===== config.mk =====
export PLATFORM = sky130hd
export DESIGN_NAME = pc_fetch_unit
export DESIGN_NICKNAME = d
export VERILOG_FILES = /design/src/rtl/pc_fetch_unit_pkg.sv /design/src/rtl/pc_fetch_unit_checker.sv /design/src/rtl/pc_fetch_unit_fetch_buffer.sv /design/src/rtl/pc_fetch_unit.sv
export SDC_FILE = /design/constraint.sdc
export NUM_CORES = 1
export LEC_CHECK = 0
export CORE_AREA = 5 5 210 171
export DETAILED_ROUTE_END_ITERATION = 7
export DIE_AREA = 0 0 215 176
export GPL_TIMING_DRIVEN = 0
export HOLD_SLACK_MARGIN = 0.05
export PLACE_DENSITY_LB_ADDON = 0.1
export SETUP_SLACK_MARGIN = 0.5
export SLEW_MARGIN = 20
export SYNTH_ARGS = -nofsm -noshare
export SYNTH_HDL_FRONTEND = slang
export SYNTH_SLANG_ARGS = --single-unit

===== constraint.sdc =====
create_clock -name CLK -period 9.41 [get_ports CLK]
set_input_delay 1.882 -clock CLK [delete_from_list [all_inputs] [get_ports CLK]]
set_output_delay 1.882 -clock CLK [all_outputs]
set_load 0.02 [all_outputs]

===== src/rtl/pc_fetch_unit_pkg.sv =====
// Shared types and constants for the PC fetch unit.
package pc_fetch_unit_pkg;

    typedef enum logic [1:0] {
        S_REQ  = 2'd0,
        S_WAIT = 2'd1,
        S_DROP = 2'd2
    } fetch_state_e;

    localparam int INSTR_BYTES   = 4;
    localparam int DEF_ADDR_W    = 64;
    localparam int DEF_INSTR_W   = 32;
    localparam int DEF_BUF_DEPTH = 2;

    // True when a memory request is still in flight after the current cycle.
    function automatic logic outstanding_after(input fetch_state_e st,
                                               input logic req_fire,
                                               input logic rsp_valid);
        logic busy;
        case (st)
            S_REQ:   busy = req_fire;
            S_WAIT:  busy = !rsp_valid;
            S_DROP:  busy = !rsp_valid;
            default: busy = 1'b0;
        endcase
        return busy;
    endfunction

endpackage


===== src/rtl/pc_fetch_unit_checker.sv =====
// Protocol checks for the fetch unit's memory interface.
module pc_fetch_unit_checker
    import pc_fetch_unit_pkg::*;
#(
    parameter int ADDR_W = 64
) (
    input logic              clk,
    input logic              rst,
    input fetch_state_e      state,
    input logic              redirect,
    input logic              req_valid,
    input logic              req_ready,
    input logic [ADDR_W-1:0] req_addr,
    input logic              rsp_valid
);

    // A response is only legal while a request is in flight.
    a_rsp_outstanding: assert property (@(posedge clk) disable iff (rst)
        rsp_valid |-> (state != S_REQ));

    // A stalled request keeps its address unless redirected.
    a_addr_stable: assert property (@(posedge clk) disable iff (rst)
        (req_valid && !req_ready && !redirect) |=> $stable(req_addr));

endmodule


===== src/rtl/pc_fetch_unit_fetch_buffer.sv =====
// Small power-of-two FIFO holding fetched {instruction, pc} entries for decode.
module fetch_buffer #(
    parameter int DEPTH = 2,
    parameter int WIDTH = 96
) (
    input  logic                     clk,
    input  logic                     rst,
    input  logic                     flush,
    input  logic                     push,
    input  logic [WIDTH-1:0]         push_data,
    input  logic                     pop,
    output logic [WIDTH-1:0]         head_data,
    output logic [$clog2(DEPTH):0]   count
);

    localparam int PW = $clog2(DEPTH);
    localparam logic [PW:0] DEPTH_C = (PW+1)'(DEPTH);

    logic [WIDTH-1:0] mem_q [DEPTH];
    logic [WIDTH-1:0] mem_d [DEPTH];
    logic [PW-1:0]    wr_ptr_q, wr_ptr_d;
    logic [PW-1:0]    rd_ptr_q, rd_ptr_d;
    logic [PW:0]      count_q, count_d;
    logic             do_push_s;
    logic             do_pop_s;

    assign do_push_s = push && (count_q != DEPTH_C);
    assign do_pop_s  = pop && (count_q != {(PW+1){1'b0}});
    assign head_data = mem_q[rd_ptr_q];
    assign count     = count_q;

    // Next storage, pointers and occupancy; flush empties the queue and wins over push/pop.
    always_comb begin
        mem_d    = mem_q;
        wr_ptr_d = wr_ptr_q;
        rd_ptr_d = rd_ptr_q;
        count_d  = count_q;
        if (flush) begin
            wr_ptr_d = {PW{1'b0}};
            rd_ptr_d = {PW{1'b0}};
            count_d  = {(PW+1){1'b0}};
        end else begin
            if (do_push_s) begin
                mem_d[wr_ptr_q] = push_data;
                wr_ptr_d        = wr_ptr_q + PW'(1);
            end else begin
                wr_ptr_d = wr_ptr_q;
            end
            if (do_pop_s) begin
                rd_ptr_d = rd_ptr_q + PW'(1);
            end else begin
                rd_ptr_d = rd_ptr_q;
            end
            count_d = count_q + (PW+1)'(do_push_s) - (PW+1)'(do_pop_s);
        end
    end

    // Buffer state registers; entries clear on reset so the head reads zero.
    always_ff @(posedge clk or posedge rst) begin
        if (rst) begin
            for (int i = 0; i < DEPTH; i++) begin
                mem_q[i] <= {WIDTH{1'b0}};
            end
            wr_ptr_q <= {PW{1'b0}};
            rd_ptr_q <= {PW{1'b0}};
            count_q  <= {(PW+1){1'b0}};
        end else begin
            mem_q    <= mem_d;
            wr_ptr_q <= wr_ptr_d;
            rd_ptr_q <= rd_ptr_d;
            count_q  <= count_d;
        end
    end

endmodule


===== src/rtl/pc_fetch_unit.sv =====
// Fetch unit: owns FetchPC, issues one-at-a-time word fetches and queues results for decode.
module pc_fetch_unit
    import pc_fetch_unit_pkg::*;
#(
    parameter int                ADDR_W    = DEF_ADDR_W,
    parameter logic [ADDR_W-1:0] RESET_PC  = '0,
    parameter int                BUF_DEPTH = DEF_BUF_DEPTH,
    parameter int                INSTR_W   = DEF_INSTR_W
) (
    input  logic               CLK,
    input  logic               Reset,
    input  logic               Redirect,
    input  logic [ADDR_W-1:0]  RedirectPC,
    output logic               IMemReqValid,
    input  logic               IMemReqReady,
    output logic [ADDR_W-1:0]  IMemReqAddr,
    input  logic               IMemRspValid,
    input  logic [INSTR_W-1:0] IMemRspData,
    output logic               InstrValid,
    input  logic               InstrReady,
    output logic [INSTR_W-1:0] Instr,
    output logic [ADDR_W-1:0]  InstrPC
);

    localparam int                CW         = $clog2(BUF_DEPTH) + 1;
    localparam int                EW         = INSTR_W + ADDR_W;
    localparam logic [CW-1:0]     DEPTH_C    = CW'(BUF_DEPTH);
    localparam logic [ADDR_W-1:0] STEP_C     = ADDR_W'(INSTR_BYTES);
    localparam logic [ADDR_W-1:0] ALIGN_MASK = ~(ADDR_W'(3));

    fetch_state_e      state_q, state_d;
    logic [ADDR_W-1:0] fetch_pc_q, fetch_pc_d;
    logic              req_valid_q, req_valid_d;
    logic [CW-1:0]     count_s;
    logic [CW-1:0]     count_nxt_s;
    logic [EW-1:0]     head_s;
    logic              req_fire_s;
    logic              push_s;
    logic              pop_s;
    logic              instr_valid_s;

    assign instr_valid_s = (count_s != {CW{1'b0}});
    assign req_fire_s    = req_valid_q && IMemReqReady;
    // Redirect discards the returning word and the decode pop of this cycle.
    assign push_s        = (state_q == S_WAIT) && IMemRspValid && !Redirect;
    assign pop_s         = instr_valid_s && InstrReady && !Redirect;

    fetch_buffer #(
        .DEPTH (BUF_DEPTH),
        .WIDTH (EW)
    ) u_buf (
        .clk       (CLK),
        .rst       (Reset),
        .flush     (Redirect),
        .push      (push_s),
        .push_data ({IMemRspData, fetch_pc_q - STEP_C}),
        .pop       (pop_s),
        .head_data (head_s),
        .count     (count_s)
    );

    // Mirror of the buffer occupancy one cycle ahead, used to pre-compute request valid.
    always_comb begin
        count_nxt_s = count_s;
        if (Redirect) begin
            count_nxt_s = {CW{1'b0}};
        end else begin
            count_nxt_s = count_s + CW'(push_s) - CW'(pop_s);
        end
    end

    // FSM, FetchPC and request-valid registers.
    always_ff @(posedge CLK or posedge Reset) begin
        if (Reset) begin
            state_q     <= S_REQ;
            fetch_pc_q  <= RESET_PC;
            req_valid_q <= 1'b0;
        end else begin
            state_q     <= state_d;
            fetch_pc_q  <= fetch_pc_d;
            req_valid_q <= req_valid_d;
        end
    end

    // Next-state logic; a redirect with a request still in flight must drop its response.
    always_comb begin
        state_d = state_q;
        if (Redirect) begin
            if (outstanding_after(state_q, req_fire_s, IMemRspValid)) begin
                state_d = S_DROP;
            end else begin
                state_d = S_REQ;
            end
        end else begin
            case (state_q)
                S_REQ:   state_d = req_fire_s   ? S_WAIT : S_REQ;
                S_WAIT:  state_d = IMemRspValid ? S_REQ  : S_WAIT;
                S_DROP:  state_d = IMemRspValid ? S_REQ  : S_DROP;
                default: state_d = S_REQ;
            endcase
        end
    end

    // FetchPC update: redirect target (word aligned) or advance on an accepted request.
    always_comb begin
        fetch_pc_d = fetch_pc_q;
        if (Redirect) begin
            fetch_pc_d = RedirectPC & ALIGN_MASK;
        end else if (req_fire_s) begin
            fetch_pc_d = fetch_pc_q + STEP_C;
        end else begin
            fetch_pc_d = fetch_pc_q;
        end
    end

    // Output logic: request only from S_REQ and only while the buffer has room next cycle.
    always_comb begin
        req_valid_d = 1'b0;
        if ((state_d == S_REQ) && (count_nxt_s < DEPTH_C)) begin
            req_valid_d = 1'b1;
        end else begin
            req_valid_d = 1'b0;
        end
    end

    assign IMemReqValid = req_valid_q;
    assign IMemReqAddr  = fetch_pc_q;
    assign InstrValid   = instr_valid_s;
    assign Instr        = head_s[EW-1:ADDR_W];
    assign InstrPC      = head_s[ADDR_W-1:0];

    pc_fetch_unit_checker #(
        .ADDR_W (ADDR_W)
    ) u_chk (
        .clk       (CLK),
        .rst       (Reset),
        .state     (state_q),
        .redirect  (Redirect),
        .req_valid (req_valid_q),
        .req_ready (IMemReqReady),
        .req_addr  (fetch_pc_q),
        .rsp_valid (IMemRspValid)
    );

endmodule

# Word level (Yosys, flattened, before mapping)
# Cells that the tools add are included.
totals:
  reg_bits: 263
  input_bits: 102
  output_inout_bits: 162
  word_cells: 68
classes:
  add_sub_neg: 8
  n_lt_le_gt_ge: 4
  eq_ne: 3
  muxes: 23
  bitwise: 3
  n_reduce_logical: 19
op_table:
  columns: ["op", "n"]
  rows:
  - ["2-to-1 mux 96 bit", 4]
  - ["bitwise mux 192 bit", 1]
  - ["2-to-1 mux 64 bit", 2]
  - ["demux 96 bit (select 1 bit)", 1]
  - ["adder 64 x 3 -> 64 bit (second input constant)", 1]
  - ["subtractor 64 x 3 -> 64 bit (second input constant)", 1]
  - ["2-to-1 mux 2 bit", 5]
  - ["logical AND 1 bit", 9]
  - ["2-to-1 mux 1 bit", 8]
  - ["nonzero test 2 bit", 4]
  - ["case mux 2 bit (3 select lines)", 1]
  - ["adder 2 x 1 -> 2 bit", 2]
  - [">= comparator 2 bit (second input constant)", 2]
  - ["zero test 2 bit", 2]
  - ["NOT 1 -> 2 bit", 2]
  - ["subtractor 2 x 1 -> 2 bit", 2]
  - ["adder 1 bit (second input constant)", 2]
  - ["equality test 2 x 1 -> 1 bit (second input constant)", 1]
  - ["equality test 2 bit (second input constant)", 1]
  - ["zero test 1 bit", 2]
  - ["less-than comparator 2 x 1 -> 1 bit (second input constant)", 1]
  - ["less-than comparator 2 bit (second input constant)", 1]
  - ["!= test 2 bit (second input constant)", 1]
  - ["case mux 1 bit (2 select lines)", 1]
  - ["other kinds (3)", 3]

# Logic depth before layout (Yosys ltp)
# Gate-level depths: netlist of the first run.
logic_depth:
  depth_word: 9
  mapped_depth: 10
  mapped_depth_nobuf: 8

# Modules after synthesis
# Synthesis of the first run repeated with hierarchy kept, for this count alone.
hier_totals:
  cells_unflattened: 1208
  area_unflattened_um2: 13835.8
by_module_without_submodules:
  columns: ["mod", "n_inst", "cells_each", "area_each_um2", "seq_area_each_um2"]
  rows:
  - ["fetch_buffer", 1, 536, 8466.9, 4904.7]
  - ["pc_fetch_unit", 1, 672, 5368.9, 1626.6]

# Worst setup path before layout of the first run
# No wires, ideal clock.
synth_timing:
  path_type: "input port to flip-flop"
  startpoint: "input IMemReqReady"
  endpoint: "register fetch_pc_q[36], in the netlist IMemReqAddr[36]"
  setup_ns: 0.125
  arrival_time_ns: 3.716
  required_time_ns: 9.285
  slack_ns: 5.569
  stages: 6
  path_buffers: 0
  cell_sequence: "nand4_1 nor4_2 nand3_1 or4_1 xnor2_1 mux2_2"
synth_via:
  elab_chain_len: 2
synth_lines:
  columns: ["item", "line", "source"]
  rows:
  - ["start: declaration", "pc_fetch_unit.sv:15", "input logic IMemReqReady,"]
  - ["logical AND 1 bit", "pc_fetch_unit.sv:43", "assign req_fire_s = req_valid_q && IMemReqReady;"]
  - ["nonzero test 2 bit (no line)", null, null]
  - ["end signal: assignment", "pc_fetch_unit.sv:80", "fetch_pc_q <= fetch_pc_d;"]
  - ["end: declaration", "pc_fetch_unit.sv:32", "logic [ADDR_W-1:0] fetch_pc_q, fetch_pc_d;"]
# Every way passes these cells.
# A chain may end at the register's enable or synchronous reset.

# Worst setup path after layout of the first run
layout_timing:
  startpoint: "register u_buf.rd_ptr_q"
  endpoint: "output InstrPC[43]"
layout_via:
  elab_chain_len: 4
layout_lines:
  columns: ["item", "line", "source"]
  rows:
  - ["start: declaration", "pc_fetch_unit_fetch_buffer.sv:22", "logic [PW-1:0] rd_ptr_q, rd_ptr_d;"]
  - ["start signal: assignment", "pc_fetch_unit_fetch_buffer.sv:65", "rd_ptr_q <= {PW{1'b0}};"]
  - ["start signal: assignment", "pc_fetch_unit_fetch_buffer.sv:70", "rd_ptr_q <= rd_ptr_d;"]
  - ["NOT 1 -> 2 bit (implied by the code)", "pc_fetch_unit_fetch_buffer.sv:29", "assign head_data = mem_q[rd_ptr_q];"]
  - ["2-to-1 mux 96 bit (implied by the code) (3 in a row)", "pc_fetch_unit_fetch_buffer.sv:29", null]
  - ["end: declaration", "pc_fetch_unit.sv:22", "output logic [ADDR_W-1:0] InstrPC"]
# Every way passes these cells. The select of a mux whose other input is x is not followed.

==> results of run 1 <==
[worst max-delay path by stage]
stage | endpoint | depth (start not counted)
floorplan | IMemReqAddr[10]$_DFFE_PP0N_ | 1
global placement | u_buf.mem_q[40]$_DFFE_PP0P_ | 2
detailed placement | IMemReqAddr[36]$_DFFE_PP0N_ | 7
CTS | InstrPC[43] | 5
global route | InstrPC[43] | 5
finish | InstrPC[43] | 5
[state kept, by name, indices dropped and copies added, names as in the netlist]
register,flops
u_buf.wr_ptr_q,1
IMemReqAddr,62
IMemReqValid,1
state_q,2
u_buf.rd_ptr_q,1
u_buf.mem_q,188
u_buf.count,2
[report_power, final]
group / switching, mW / internal (mW)
sequential: 0.177 / 1.42
clock: 0.449 / 0.620
combinational: 0.860 / 0.867
total: 1.49 / 2.91
[logic make-up after synthesis]
group                      Yosys count
AOI/OAI and AO/OA                  173
xor gates and xnor gates           124
adders and majority gates            9
buffers and inverters              126
DFF                                257
muxes                              180
other                                1
and+or+nand+nor                    436
[synthesized netlist by cell type (5+ instances only)]
cell	count	share of area (%)
xnor2_1	78	5.2
buf_2	13	0.49
or3_1	8	0.38
clkbuf_1	77	2.2
dfrtp_1	257	49
nor2_1	157	4.5
inv_1	22	0.63
nand3_1	27	1.0
nand4_1	34	1.6
buf_1	7	0.20
xor2_1	46	3.1
o21ai_0	55	2.1
a21oi_1	114	4.3
nor3_1	31	1.2
nor4_2	6	0.57
nand2_1	101	2.9
and3_1	8	0.38
mux2_2	178	15
nor4_1	26	1.2
and2_1	5	0.24
ha_1	9	0.85
[per-layer routing]
metal | track usage, % | vias to the layer above | share of wire [%]
met5 | 0 | - | 0.030
met4 | 4.91 | 2 | 2.0
met2 | 34.5 | 330 | 45
li1 | - | 5078 | -
met3 | 5.19 | 55 | 6.0
met1 | 32.1 | 5371 | 47
[per-stage QoR]
step | area (sq um) | utilization [%] | total power, mW
after floorplan | 13200 | - | 2.58
after detailed placement | 16500 | 49.5 | 3.35
after global routing | 17400 | 52.1 | 4.64
final | 17400 | 52.1 | 4.40
after CTS | 17400 | 52.1 | 4.44
after global placement | 16300 | 48.8 | 3.32
[worst reg2reg max path, stage by stage, from the launching register on]
cell,delay [ns]
dfrtp_1,0.49
inv_1,0.10
ha_1,0.18
nor3b_1,0.55
nand4b_1,0.51
nor4_4,0.88
nand4_1,0.24
xnor2_1,0.44
a21oi_1,0.14
[placed cells by master, fill, tap and decap left out, types with 7 or more instances in the layout]
cell type / netlist / routed
buf_2: 13 / 13
or3_1: 8 / 8
inv_1: 22 / 21
nand4_1: 34 / 34
clkdlybuf4s50_1: 0 / 256
clkbuf_1: 77 / 83
buf_12: 0 / 7
nand3_1: 27 / 27
and3_1: 8 / 8
mux2_2: 178 / 178
o21ai_0: 55 / 55
dfrtp_1: 257 / 257
xnor2_1: 78 / 78
ha_1: 9 / 9
buf_1: 7 / 7
a21oi_1: 114 / 114
nor3_1: 31 / 31
xor2_1: 46 / 46
nor2_1: 157 / 157
nor4_1: 26 / 25
nand2_1: 101 / 101
clkbuf_16: 0 / 27
[final cells by class]
class                           count  share of cell area [%]
Buffer                            104                    2.55
Inverter                           22                   0.496
Clock inverter                      9                   0.582
Tap cell                          434                    3.12
Timing Repair Buffer              265                    15.8
Multi-Input combinational cell    926                    36.1
Clock buffer                       38                    4.41
Antenna cell                        1                  0.0144
Sequential cell                   257                    37.0
==> impl_metrics.env, run 1 <==
export IMPL_multi_input_area_sq_um=6280
export IMPL_timing_fmax_mhz=190
export IMPL_numCtsBuffers=27
export IMPL_antenna_found_initial=2
export IMPL_clk_path_buf_depth=3
export IMPL_grt_overflow=0
export IMPL_synth_compound_area_share_pct=6.66
export IMPL_finalNonFillerCells=2056
export IMPL_grt_pass1_wl_um=66900
export IMPL_reg2regPathDepth=8
export IMPL_synthFlopType="dfrtp_1"
export IMPL_hp_class="flop to flop"
export IMPL_hold_end="u_buf.mem_q[179]$_DFFE_PP0P_"
export IMPL_yosysSeqAreaShare_pct=48.7
export IMPL_dr_pass1_iters=6
export IMPL_synthMuxAreaShare_pct=15.3
export IMPL_ys_types=41
export IMPL_cap_violations=0
export IMPL_ctsHoldBuffers=0
export IMPL_hold_start="u_buf.mem_q[179]$_DFFE_PP0P_"
export IMPL_crit_fanout=10
export IMPL_die_h_um=176
export IMPL_cp_required_ns=7.53
export IMPL_regArea_sq_um=6430
export IMPL_worstMarginPinSlew_ns=1.11
export IMPL_reg2reg_to="u_buf.mem_q[54]$_DFFE_PP0P_"
export IMPL_slew_viol_final=0
export IMPL_htreeDepth=1
export IMPL_end_kind="output port"
export IMPL_post_synth_xor_area_fraction_pct=8.23
export IMPL_drt_initial_drc_count=757
export IMPL_avgRoutedWirePerCell_um=20.8
export IMPL_cts_setup_buffers=0
export IMPL_critPathSlowestCell="buf_1"
export IMPL_cts_root_buf="clkbuf_16"
export IMPL_clock_latency_ns=0.55
export IMPL_design_core_area_sq_um=33400
export IMPL_ios=264
export IMPL_tns_ns=0
export IMPL_path_clk_slew_ns=0.06
export IMPL_rr_startpoint="IMemReqAddr[2]$_DFFE_PP0N_"
export IMPL_synthesis_area_sq_um=13200
export IMPL_crit_top_cell="clkbuf_1"
export IMPL_setup_viol=0
export IMPL_fill_cells=3073
export IMPL_ir_worst_vdd_mv=0.128
export IMPL_min_period_ns=5.26
export IMPL_fp_dieW_um=215
export IMPL_synth_avg_cell_area_sq_um=10.1
export IMPL_synth_top_family_by_area="simple AND/OR/NAND/NOR gates"
export IMPL_synth_simple_area_share_pct=16.2
export IMPL_drive_above_1_share_pct=16.3
export IMPL_p_leak_nw=7.07
export IMPL_grt_max_degree=34
export IMPL_pre_cts_ws_ns=4.34
export IMPL_cp_top_family="buffers and inverters"
export IMPL_rows=60
export IMPL_start_util_pct=39.5
export IMPL_cts_tree="built"
export IMPL_critPathKind="flop to output port"
export IMPL_finalHoldViolCount=0
export IMPL_ys_warn_count=0
export IMPL_port_buffers=256
export IMPL_cts_resized=0
export IMPL_grt_use_total_pct=22.3
export IMPL_holdPathStages=1
export IMPL_critPathMaxStageDelay_ns=0.65
export IMPL_vias_per_cell=5.27
export IMPL_crit_path_cell_trace="clkbuf_1 > buf_1 > clkbuf_1 > mux2_2 > clkdlybuf4s50_1"
export IMPL_drcViolationCount=0
export IMPL_synth_seq_cells=257
export IMPL_synthAdderAreaFrac_pct=0.853
export IMPL_cp_startpoint="u_buf.rd_ptr_q$_DFFE_PP0P_"
export IMPL_crit_buf_inv=4
export IMPL_power_density_nw_per_um2=253
export IMPL_critical_path_arrival_ns=3.38
export IMPL_rsz0062_at_grt="false"
export IMPL_vias=10800
export IMPL_routed_wl_um=42700
export IMPL_place_inst=2008
export IMPL_clock_sinks=257
export IMPL_startpoint_type="flop"
export IMPL_skew_ns=0.0107
export IMPL_async_flop_share_pct=100
export IMPL_synth_edf_count=0
export IMPL_nets=1714
export IMPL_dp_hpwl_um=32100
export IMPL_hold_ws_ns=0.501
export IMPL_first_global_vias=11100
export IMPL_setup_slack_ns=4.15
export IMPL_floorplan_die_area_sq_um=37800
export IMPL_status="completed"
export IMPL_area_delta_synth_final_pct=31.8
export IMPL_max_slew_margin_pct=25.6
export IMPL_postRouteAntennaNets=0
export IMPL_period_share_pct=55.9
export IMPL_postSynthCellCount=1306
export IMPL_reg2reg_setup_slack_ns=5.73
export IMPL_place_congestion=0.854
(Power assumes the default switching activity.)
==> run 2: changes to the inputs <==
Clock period 9.41 ns to 5 ns, I/O delays scaled along.
==> run 2 against run 1 <==
Net effect: clock-buffer cell count stayed put; clock power grew 88%; first-iteration DRC count stayed put; non-clock buffer count did not move; largest cell class unchanged; final area about the same.
==> impl_metrics.env, run 2 (synthesized netlist as in run 1, its figures left out) <==
export IMPL_status="completed"
export IMPL_clock_sinks=257
export IMPL_end_kind="output port"
export IMPL_rsz0062_at_grt="false"
export IMPL_die_h_um=176
export IMPL_max_slew_margin_pct=25.6
export IMPL_numCtsBuffers=27
export IMPL_port_buffers=256
export IMPL_power_density_nw_per_um2=476
export IMPL_finalHoldViolCount=0
export IMPL_antenna_found_initial=2
export IMPL_design_core_area_sq_um=33400
export IMPL_fp_dieW_um=215
export IMPL_largest_reg_flops=188
export IMPL_area_delta_synth_final_pct=31.9
export IMPL_grt_pass1_wl_um=66900
export IMPL_cp_required_ns=4.00
export IMPL_vias_per_cell=5.27
export IMPL_timing_fmax_mhz=243
export IMPL_setup_viol=0
export IMPL_finalPower_mw=8.28
export IMPL_cts_root_buf="clkbuf_16"
export IMPL_floorplan_die_area_sq_um=37800
export IMPL_htreeDepth=1
export IMPL_layout_common_cells="dfrtp_1 (257), clkdlybuf4s50_1 (256), mux2_2 (178)"
export IMPL_grt_max_degree=34
export IMPL_final_common_cell="dfrtp_1"
export IMPL_avgRoutedWirePerCell_um=20.8
export IMPL_critical_path_arrival_ns=3.11
export IMPL_cap_violations=0
export IMPL_clk_path_buf_depth=3
export IMPL_dr_pass1_iters=6
export IMPL_first_global_vias=11100
export IMPL_place_congestion=0.854
export IMPL_critPathKind="flop to output port"
export IMPL_grt_use_total_pct=22.3
export IMPL_hp_class="flop to flop"
export IMPL_vias=10800
export IMPL_drcViolationCount=0
export IMPL_clock_latency_ns=0.55
export IMPL_cts_resized=0
export IMPL_min_period_ns=4.11
export IMPL_finalNonFillerCells=2056
export IMPL_rows=60
export IMPL_crit_fanout=10
export IMPL_p_leak_nw=7.08
export IMPL_postRouteAntennaNets=0
export IMPL_ios=264
export IMPL_cts_tree="built"
export IMPL_skew_ns=0.0107
export IMPL_place_inst=2008
export IMPL_nets=1714
export IMPL_fill_cells=3074
export IMPL_start_util_pct=39.5
export IMPL_slew_viol_final=0
export IMPL_dp_hpwl_um=32100
export IMPL_ir_worst_vdd_mv=0.242
export IMPL_startpoint_type="flop"
export IMPL_drive_above_1_share_pct=16.4
export IMPL_cts_setup_buffers=0
export IMPL_grt_overflow=0
export IMPL_routed_wl_um=42700
export IMPL_drt_initial_drc_count=757
export IMPL_largest_register="u_buf.mem_q"
export IMPL_ctsHoldBuffers=0
export IMPL_period_share_pct=82.2
export IMPL_worstMarginPinSlew_ns=1.11
export IMPL_path_clk_slew_ns=0.06
[run 2: report_power, final]
part	total (mW)	internal, mW	switching, mW	leakage, nW
Sequential	3.01	2.68	0.334	3.26
Combinational	3.25	1.63	1.62	3.39
Clock	2.01	1.17	0.845	0.428
Total	8.28	5.48	2.80	7.08
[run 2: final cells by class]
cell class / count / area [sq um] / share of cell area (%)
Antenna cell: 1 / 2.50 / 0.0144
Buffer: 104 / 445 / 2.56
Clock buffer: 38 / 767 / 4.41
Clock inverter: 9 / 101 / 0.582
Inverter: 22 / 86.3 / 0.496
Multi-Input combinational cell: 926 / 6280 / 36.1
Sequential cell: 257 / 6430 / 37.0
Tap cell: 434 / 543 / 3.12
Timing Repair Buffer: 265 / 2740 / 15.8
[run 2: metrics by stage]
step	TNS [ns]	utilization, %	worst slack [ns]	hold slack [ns]	area [sq um]
4_1_cts	0	52.1	0.565	0.504	17400
5_1_grt	0	52.1	0.729	0.513	17400
3_5_place_dp	0	49.5	0.812	0.490	16500
6_report	0	52.1	0.890	0.501	17400
2_1_floorplan	0	-	0.614	0.475	13200
3_3_place_gp	-367.48	48.8	-1.46	0.483	16300
[run 2: final timing paths]
| path | start | end | slack, ns | cells after the start |
|---|---|---|---|---|
| min in group asynchronous | Reset | u_buf.mem_q[175]$_DFFE_PP0P_ | 0.92 | 2 |
| setup reg to reg | IMemReqAddr[2]$_DFFE_PP0N_ | u_buf.mem_q[54]$_DFFE_PP0P_ | 1.32 | 8 |
| hold reg to reg | u_buf.mem_q[179]$_DFFE_PP0P_ | u_buf.mem_q[179]$_DFFE_PP0P_ | 0.50 | 1 |
| max in group asynchronous | Reset | IMemReqAddr[38]$_DFFE_PP0N_ | 3.00 | 5 |
| setup / recovery | u_buf.rd_ptr_q$_DFFE_PP0P_ | InstrPC[43] | 0.89 | 5 |
| hold / removal | u_buf.mem_q[179]$_DFFE_PP0P_ | u_buf.mem_q[179]$_DFFE_PP0P_ | 0.50 | 1 |
[run 2: layer usage]
layer	share of wire, %	GRT usage [%]	routed length, um
met5	0.030	0	13
met4	2.0	4.91	862
met3	6.0	5.19	2580
met2	45	34.5	19200
met1	47	32.1	20000
[run 2: critical path, stage by stage (launching register included)]
cell             delay, ns
dfrtp_1               0.32
clkbuf_1              0.28
clkbuf_2              0.40
clkbuf_1              0.57
mux2_2                0.42
clkdlybuf4s50_1       0.57
